--- config.mk ---
export PLATFORM = sky130hd
export DESIGN_NAME = dizy_key_loader
export DESIGN_NICKNAME = d
export VERILOG_FILES = /design/src/rtl/dizy_key_loader.sv
export SDC_FILE = /design/constraint.sdc
export NUM_CORES = 1
export LEC_CHECK = 0
export CAP_MARGIN = 20
export CORE_AREA = 5 5 83 85
export CTS_BUF_LIST = sky130_fd_sc_hd__clkbuf_4
export CTS_CLUSTER_DIAMETER = 120
export DETAILED_ROUTE_END_ITERATION = 8
export DIE_AREA = 0 0 88 90
export DONT_BUFFER_PORTS = 1
export PLACE_DENSITY = 0.76
export SYNTH_ARGS = -nofsm -noshare
export SYNTH_HDL_FRONTEND = slang
export SYNTH_SLANG_ARGS = --single-unit
--- constraint.sdc ---
create_clock -name clk -period 3 [get_ports clk]
set_input_delay 0.45 -clock clk [delete_from_list [all_inputs] [get_ports clk]]
set_output_delay 0.45 -clock clk [all_outputs]
set_load 0.05 [all_outputs]
--- src/rtl/dizy_key_loader.sv ---
// dizy_key_loader
//   Key-side front end for the DIZY key extension stage. Collects a SIZE_KEY-bit
//   key from WORD_W-bit words (most significant word first) over a valid/ready
//   bus, holds it stable, and sequences the round counter while a block runs.
//
// Ports
//   clk, rst        rising-edge clock, asynchronous active-high reset
//   key_word_in     key word, MS word first
//   key_word_valid  key_word_in is valid
//   key_word_ready  word accepted when valid & ready at the clock edge
//   start           begin a block run with the held key
//   rnd_adv         datapath finished the current round
//   key_out         held key (key extension input)
//   key_valid       key_out holds a complete key
//   rnd_cnt         current round index, 0 outside a run
//   busy            high while a block run is in progress
//   done            one-cycle pulse after the final round
module dizy_key_loader #(
    parameter int SIZE_KEY = 80,
    parameter int WORD_W   = 16,
    parameter int NUM_RND  = 7
) (
    input  logic                clk,
    input  logic                rst,
    input  logic [WORD_W-1:0]   key_word_in,
    input  logic                key_word_valid,
    output logic                key_word_ready,
    input  logic                start,
    input  logic                rnd_adv,
    output logic [SIZE_KEY-1:0] key_out,
    output logic                key_valid,
    output logic [2:0]          rnd_cnt,
    output logic                busy,
    output logic                done
);

    localparam int NW  = SIZE_KEY / WORD_W;
    localparam int WCW = (NW > 1) ? $clog2(NW) : 1;

    typedef enum logic [1:0] {
        EMPTY = 2'd0,
        LOAD  = 2'd1,
        READY = 2'd2,
        RUN   = 2'd3
    } state_t;

    state_t              state_r;
    state_t              state_s;
    logic [WCW-1:0]      word_cnt_r;
    logic [WCW-1:0]      word_cnt_s;
    logic [SIZE_KEY-1:0] key_out_s;
    logic                key_valid_s;
    logic [2:0]          rnd_cnt_s;
    logic                busy_s;
    logic                done_s;
    logic                accept_s;

    // A start in READY takes priority, so the word offered in that cycle is refused.
    assign key_word_ready = (state_r != RUN) && !((state_r == READY) && start);
    assign accept_s       = key_word_valid && key_word_ready;

    // Next-state and next-output logic for the load/run sequencer.
    always_comb begin
        state_s     = state_r;
        word_cnt_s  = word_cnt_r;
        key_out_s   = key_out;
        key_valid_s = key_valid;
        rnd_cnt_s   = rnd_cnt;
        busy_s      = busy;
        done_s      = 1'b0;
        case (state_r)
            EMPTY, LOAD, READY: begin
                if ((state_r == READY) && start) begin
                    state_s   = RUN;
                    busy_s    = 1'b1;
                    rnd_cnt_s = 3'd0;
                end else if (accept_s) begin
                    // Shift the new word in at the bottom; the concat truncates the oldest bits.
                    key_out_s = SIZE_KEY'({key_out, key_word_in});
                    if (word_cnt_r == WCW'(NW - 1)) begin
                        word_cnt_s  = '0;
                        key_valid_s = 1'b1;
                        state_s     = READY;
                    end else begin
                        word_cnt_s  = word_cnt_r + WCW'(1);
                        key_valid_s = 1'b0;
                        state_s     = LOAD;
                    end
                end else begin
                    state_s = state_r;
                end
            end
            RUN: begin
                if (rnd_adv) begin
                    if (rnd_cnt == 3'(NUM_RND - 1)) begin
                        rnd_cnt_s = 3'd0;
                        busy_s    = 1'b0;
                        done_s    = 1'b1;
                        state_s   = READY;
                    end else begin
                        rnd_cnt_s = rnd_cnt + 3'd1;
                    end
                end else begin
                    rnd_cnt_s = rnd_cnt;
                end
            end
            default: begin
                state_s     = EMPTY;
                word_cnt_s  = '0;
                key_out_s   = '0;
                key_valid_s = 1'b0;
                rnd_cnt_s   = 3'd0;
                busy_s      = 1'b0;
            end
        endcase
    end

    // State and registered outputs; reset clears everything, including a partial run.
    always_ff @(posedge clk or posedge rst) begin
        if (rst) begin
            state_r    <= EMPTY;
            word_cnt_r <= '0;
            key_out    <= '0;
            key_valid  <= 1'b0;
            rnd_cnt    <= 3'd0;
            busy       <= 1'b0;
            done       <= 1'b0;
        end else begin
            state_r    <= state_s;
            word_cnt_r <= word_cnt_s;
            key_out    <= key_out_s;
            key_valid  <= key_valid_s;
            rnd_cnt    <= rnd_cnt_s;
            busy       <= busy_s;
            done       <= done_s;
        end
    end

endmodule
== Yosys cells after proc, flatten, opt, wreduce, memory -nomap -nowiden ==
Cells that the tools add are included.
Operators by class
  bitwise operators: 1
  eq/ne operators: 10
  muxes and demuxes: 19
  reduce and logical (&&, ||, !) cells: 10
  $add $sub $neg: 2
Operator list (count)
  3-bit two-way mux: 4
  2-bit two-way mux: 5
  3-bit AND reduction: 3
  2-bit inequality test, second input constant: 4
  1-bit two-way mux: 7
  3-bit by 1-bit adder with 3-bit output, second input constant: 2
  3-bit == test, second input constant: 2
  3-bit case mux with 2 select lines: 1
  2-bit == test, second input constant: 2
  2-bit case mux with 2 select lines: 1
  1-bit logical AND: 3
  3-bit inequality test, second input constant: 1
  3-bit OR reduction: 1
  2-bit by 1-bit == test with 1-bit output, second input constant: 1
  2-bit zero test: 1
  1-bit case mux with 2 select lines: 1
  2-bit AND reduction: 1
  1-bit zero test: 1
  1-bit NOT: 1
Storage, ports and cells
  output and inout bits: 87
  logic and storage cells: 49
  flip-flop bits (word level): 91

== Depth between registers and ports, before layout ==
  word-level depth: 8
  gate-level depth with buffers: 6
  gate-level depth less buffers: 5

== Worst setup path after synthesis ==
OpenSTA, ideal clock, no wires.
  path kind: reg2reg
  start point: register state_r[0]
  end point: register key_out[0]
  required time: 2875 ps
  period minus slack after synthesis: 1721 ps
  stages on the path, launching flop included: 7
  path slack: 1279 ps
  data arrival time: 1596 ps
  library setup time: 125 ps
  path through: dfrtp_1 buf_6 o21ai_4 nand2_2 buf_6 buf_6 mux2_4
On the way
  cells in the longest elaborated chain, start to end: 6
  elaborated cells on any way between the ends: 11
  classes of those cells: 3 x eq/ne; 1 x bitwise; 7 x reduce/logical
Ends and longest elaborated chain
  start, declared: line 47  | state_t state_r;
  start signal, assigned: line 129  | state_r <= state_s;
  2-bit == test: line 59  | assign key_word_ready = (state_r != RUN) && !((state_r == READY) && start);
  1-bit logical AND: line 59
  1-bit zero test: line 59
  1-bit logical AND *: line 59
  named net key_word_ready: line 27  | output logic key_word_ready,
  1-bit logical AND *: line 60  | assign accept_s = key_word_valid && key_word_ready;
  3-bit AND reduction (no source line) *
  end signal, assigned: line 131  | key_out <= key_out_s;
  end, declared: line 30  | output logic [SIZE_KEY-1:0] key_out,
The timed path passes the listed nets; every way through them passes the cells marked *.
A chain may end at the register's enable or synchronous reset.

== Final worst setup path ==
  start point: register state_r[0]
  end point: register key_out[53]
On the way
  cells in the longest elaborated chain, start to end: 6
  elaborated cells on any way between the ends: 11
  classes of those cells: 3 x eq/ne; 1 x bitwise; 7 x reduce/logical
Ends and longest elaborated chain (line)
  2-bit == test: 59, 71, 73
  1-bit logical AND: 59, 73
  1-bit zero test: 59
  1-bit logical AND: 59
  1-bit logical AND: 60
  3-bit AND reduction (no source line) *
Mark *: on every way between the ends. The rest lies on a longest branch, timed or not.

==> results.toml <==
[critical_path]
worst_setup_path_end_kind = "flip-flop"
worst-path-max-fanout = 31
crit_family = "buffers and inverters"
crit_path_frequent_cell = "buf_4"
required_ps = 3310
crit_type = "reg2reg"
crit_arrival_ps = 2500
start_kind = "flip-flop"
cpMaxStageDelayCell = "dfrtp_1"
max_stage_delay_ps = 570
path_cells = "o21ai_4, buf_4, nand2_4, buf_4, mux2_2"
cp.buffers_inverters = 2

[logic_synthesis]
yosysTopAreaCell = "dfrtp_1"
async_flop_share_pct = 100
yosysMostFrequentCell = "dfrtp_1"
syn_area_um2 = 3780
netlist_top_cells_count = "dfrtp_1 (91), mux2_4 (57), mux2_2 (24), nand2_1 (9)"
ys_warn_count = 0
synthTopCellsByArea = "dfrtp_1 (60%), mux2_4 (23%), mux2_2 (7.2%), buf_6 (2.4%), nand2_1 (0.89%)"
synth_edf_count = 0
ys_types = 27
ys_seq_area_share_pct = 60.3
avgSynthCellArea_um2 = 16.6
synthFlopType = "dfrtp_1"
synthCells = 227
synth.net_count = 250
synth_top_area_share_pct = 60.3
ys_ff_latch = 91

[layout]
final_net_count = 257
fillers = 424
diodes = 0
drive_above_1_share_pct = 43.9
syn2layout_area_growth_pct = 5.47

[detailed_routing]
ant_nets = 0
first_iter_violations = 58
via_per_inst = 5.69
drc = 0
wl_per_cell_um = 19.9
vias = 1799
wl_um = 6280
drtPass1Iterations = 4

[sta]
finalCritPeriodShare_pct = 72.9
skew_ps = 14.3
hold_viol = 0
finalMaxSlewViolations = 0
fmax_mhz = 458
rsz0062_at_grt = "no"
setup_tns_ps = 0
tightestPinTransition_ps = 656
finalSetupViolCount = 0
maxSlewHeadroom_pct = 56.3
layout_min_cycle_time_ps = 2190

[cts]
cts_root_buf = "clkbuf_4"
clock_latency_ps = 420
cts_tree = "yes"
htreeDepth = 3
cts.path.max_buffers = 2
cts-buffers-inserted = 9
clkSlewWorstSetupHoldPaths_ps = 140
clock-sinks = 91

[floorplan]
die_area_um2 = 7920
core_um2 = 6130
boundaryPins = 108
fp-row-count = 29
die_y_um = 90
initial_core_util_pct = 61.6
die_w_um = 88

[grt]
grt_util_met3_pct = 6.31
grt_use_total_pct = 16.3
grt_overflow = 0
antenna_found_initial = 0
grt_pass1_wl_um = 9980
grt_pass1_vias = 1876
grt.met1_usage_pct = 21.0
top_usage_layer = "met2"
grt_use_met2_pct = 24.4
grt_max_degree = 92

[job]
max-cap-violations = 0

[placement]
place_congestion = 0.811
hpwl_um = 4290
portBuffers = 0

[min_path]
hp-class = "in2reg"

[outcome]
status = "completed"
cells in the final DEF, fill, tap and decap left out, types with 2 or more instances in the layout:
cell type	n
ha_1	2
inv_8	2
inv_1	7
nand2_1	9
buf_12	2
o211ai_1	2
buf_4	3
mux2i_1	2
mux2_2	24
mux2_4	57
a31oi_1	2
clkinv_4	2
clkinvlp_4	3
clkbuf_4	9
dfrtp_1	91
o21ai_0	5
layer usage:
layer | wire [um] | share of wire, % | up-vias
met4 | 84 | 1.3 | 0
met5 | 0 | 0 | -
met1 | 2580 | 41 | 911
li1 | - | - | 808
met2 | 2970 | 47 | 73
met3 | 647 | 10 | 7
metrics by stage:
step	util (%)	setup WS, ps	std cells	hold slack, ps	cell area (um^2)
4_1_cts	64.5	815	314	100	3950
3_5_place_dp	62.3	823	298	525	3820
5_1_grt	64.9	705	316	107	3980
2_1_floorplan	-	186	227	491	3780
3_3_place_gp	62.3	945	298	516	3820
6_report	64.9	814	316	133	3980
worst register-to-register path, cell delays in order (launching register included):
cell and delay, ps:
dfrtp_1 570, o21ai_4 100, buf_4 220, nand2_4 430, buf_4 390, mux2_2 380
worst paths after layout:
check | from | endpoint | slack [ps] | depth (start not counted)
min in group asynchronous | rst | key_out[70]$_DFFE_PP0P_ | 570 | 2
hold reg to reg | word_cnt_r[2]$_DFFE_PP0P_ | word_cnt_r[2]$_DFFE_PP0P_ | 560 | 1
setup / recovery | state_r[0]$_DFFE_PP0P_ | key_out[53]$_DFFE_PP0P_ | 810 | 5
setup reg to reg | state_r[0]$_DFFE_PP0P_ | key_out[53]$_DFFE_PP0P_ | 810 | 5
max in group asynchronous | rst | key_out[57]$_DFFE_PP0P_ | 1790 | 3
hold / removal | rnd_adv | rnd_cnt[0]$_DFFE_PP0P_ | 130 | 1
timing repair:
item / 4_1_cts / 5_1_grt
gates resized for setup: 0 / 0
hold endpoints to repair: 0 / 46
hold buffers: 0 / 1
buffers inserted: 0 / 0
cell type report:
| type | instances | area [um^2] | share of cell area [%] |
|---|---|---|---|
| clock inverters | 7 | 62.6 | 1.57 |
| flip-flops and latches | 91 | 2280 | 57.2 |
| well taps | 77 | 96.3 | 2.42 |
| inverters | 8 | 32.5 | 0.817 |
| repair buffers | 6 | 72.6 | 1.82 |
| multi-input cells | 118 | 1370 | 34.5 |
| clock buffers | 9 | 67.6 | 1.70 |
registers in the layout, indices dropped and copies added (netlist names):
name and cells:
key_out 80, rnd_cnt 3, word_cnt_r 3, state_r 2, busy 1, done 1
key_valid 1
cells by family after synthesis:
kind of cell,share of synthesized area [%]
AND/OR/NAND/NOR,2.25
adder cells (fa/ha/maj),0.663
flip-flops,60.3
buffers and inverters,3.45
AO/OA/AOI/OAI,2.98
multiplexers,30.4
Power is left out: the tool's default activity adds up to more than one toggle a clock period on the data nets, which glitch-free logic cannot reach.
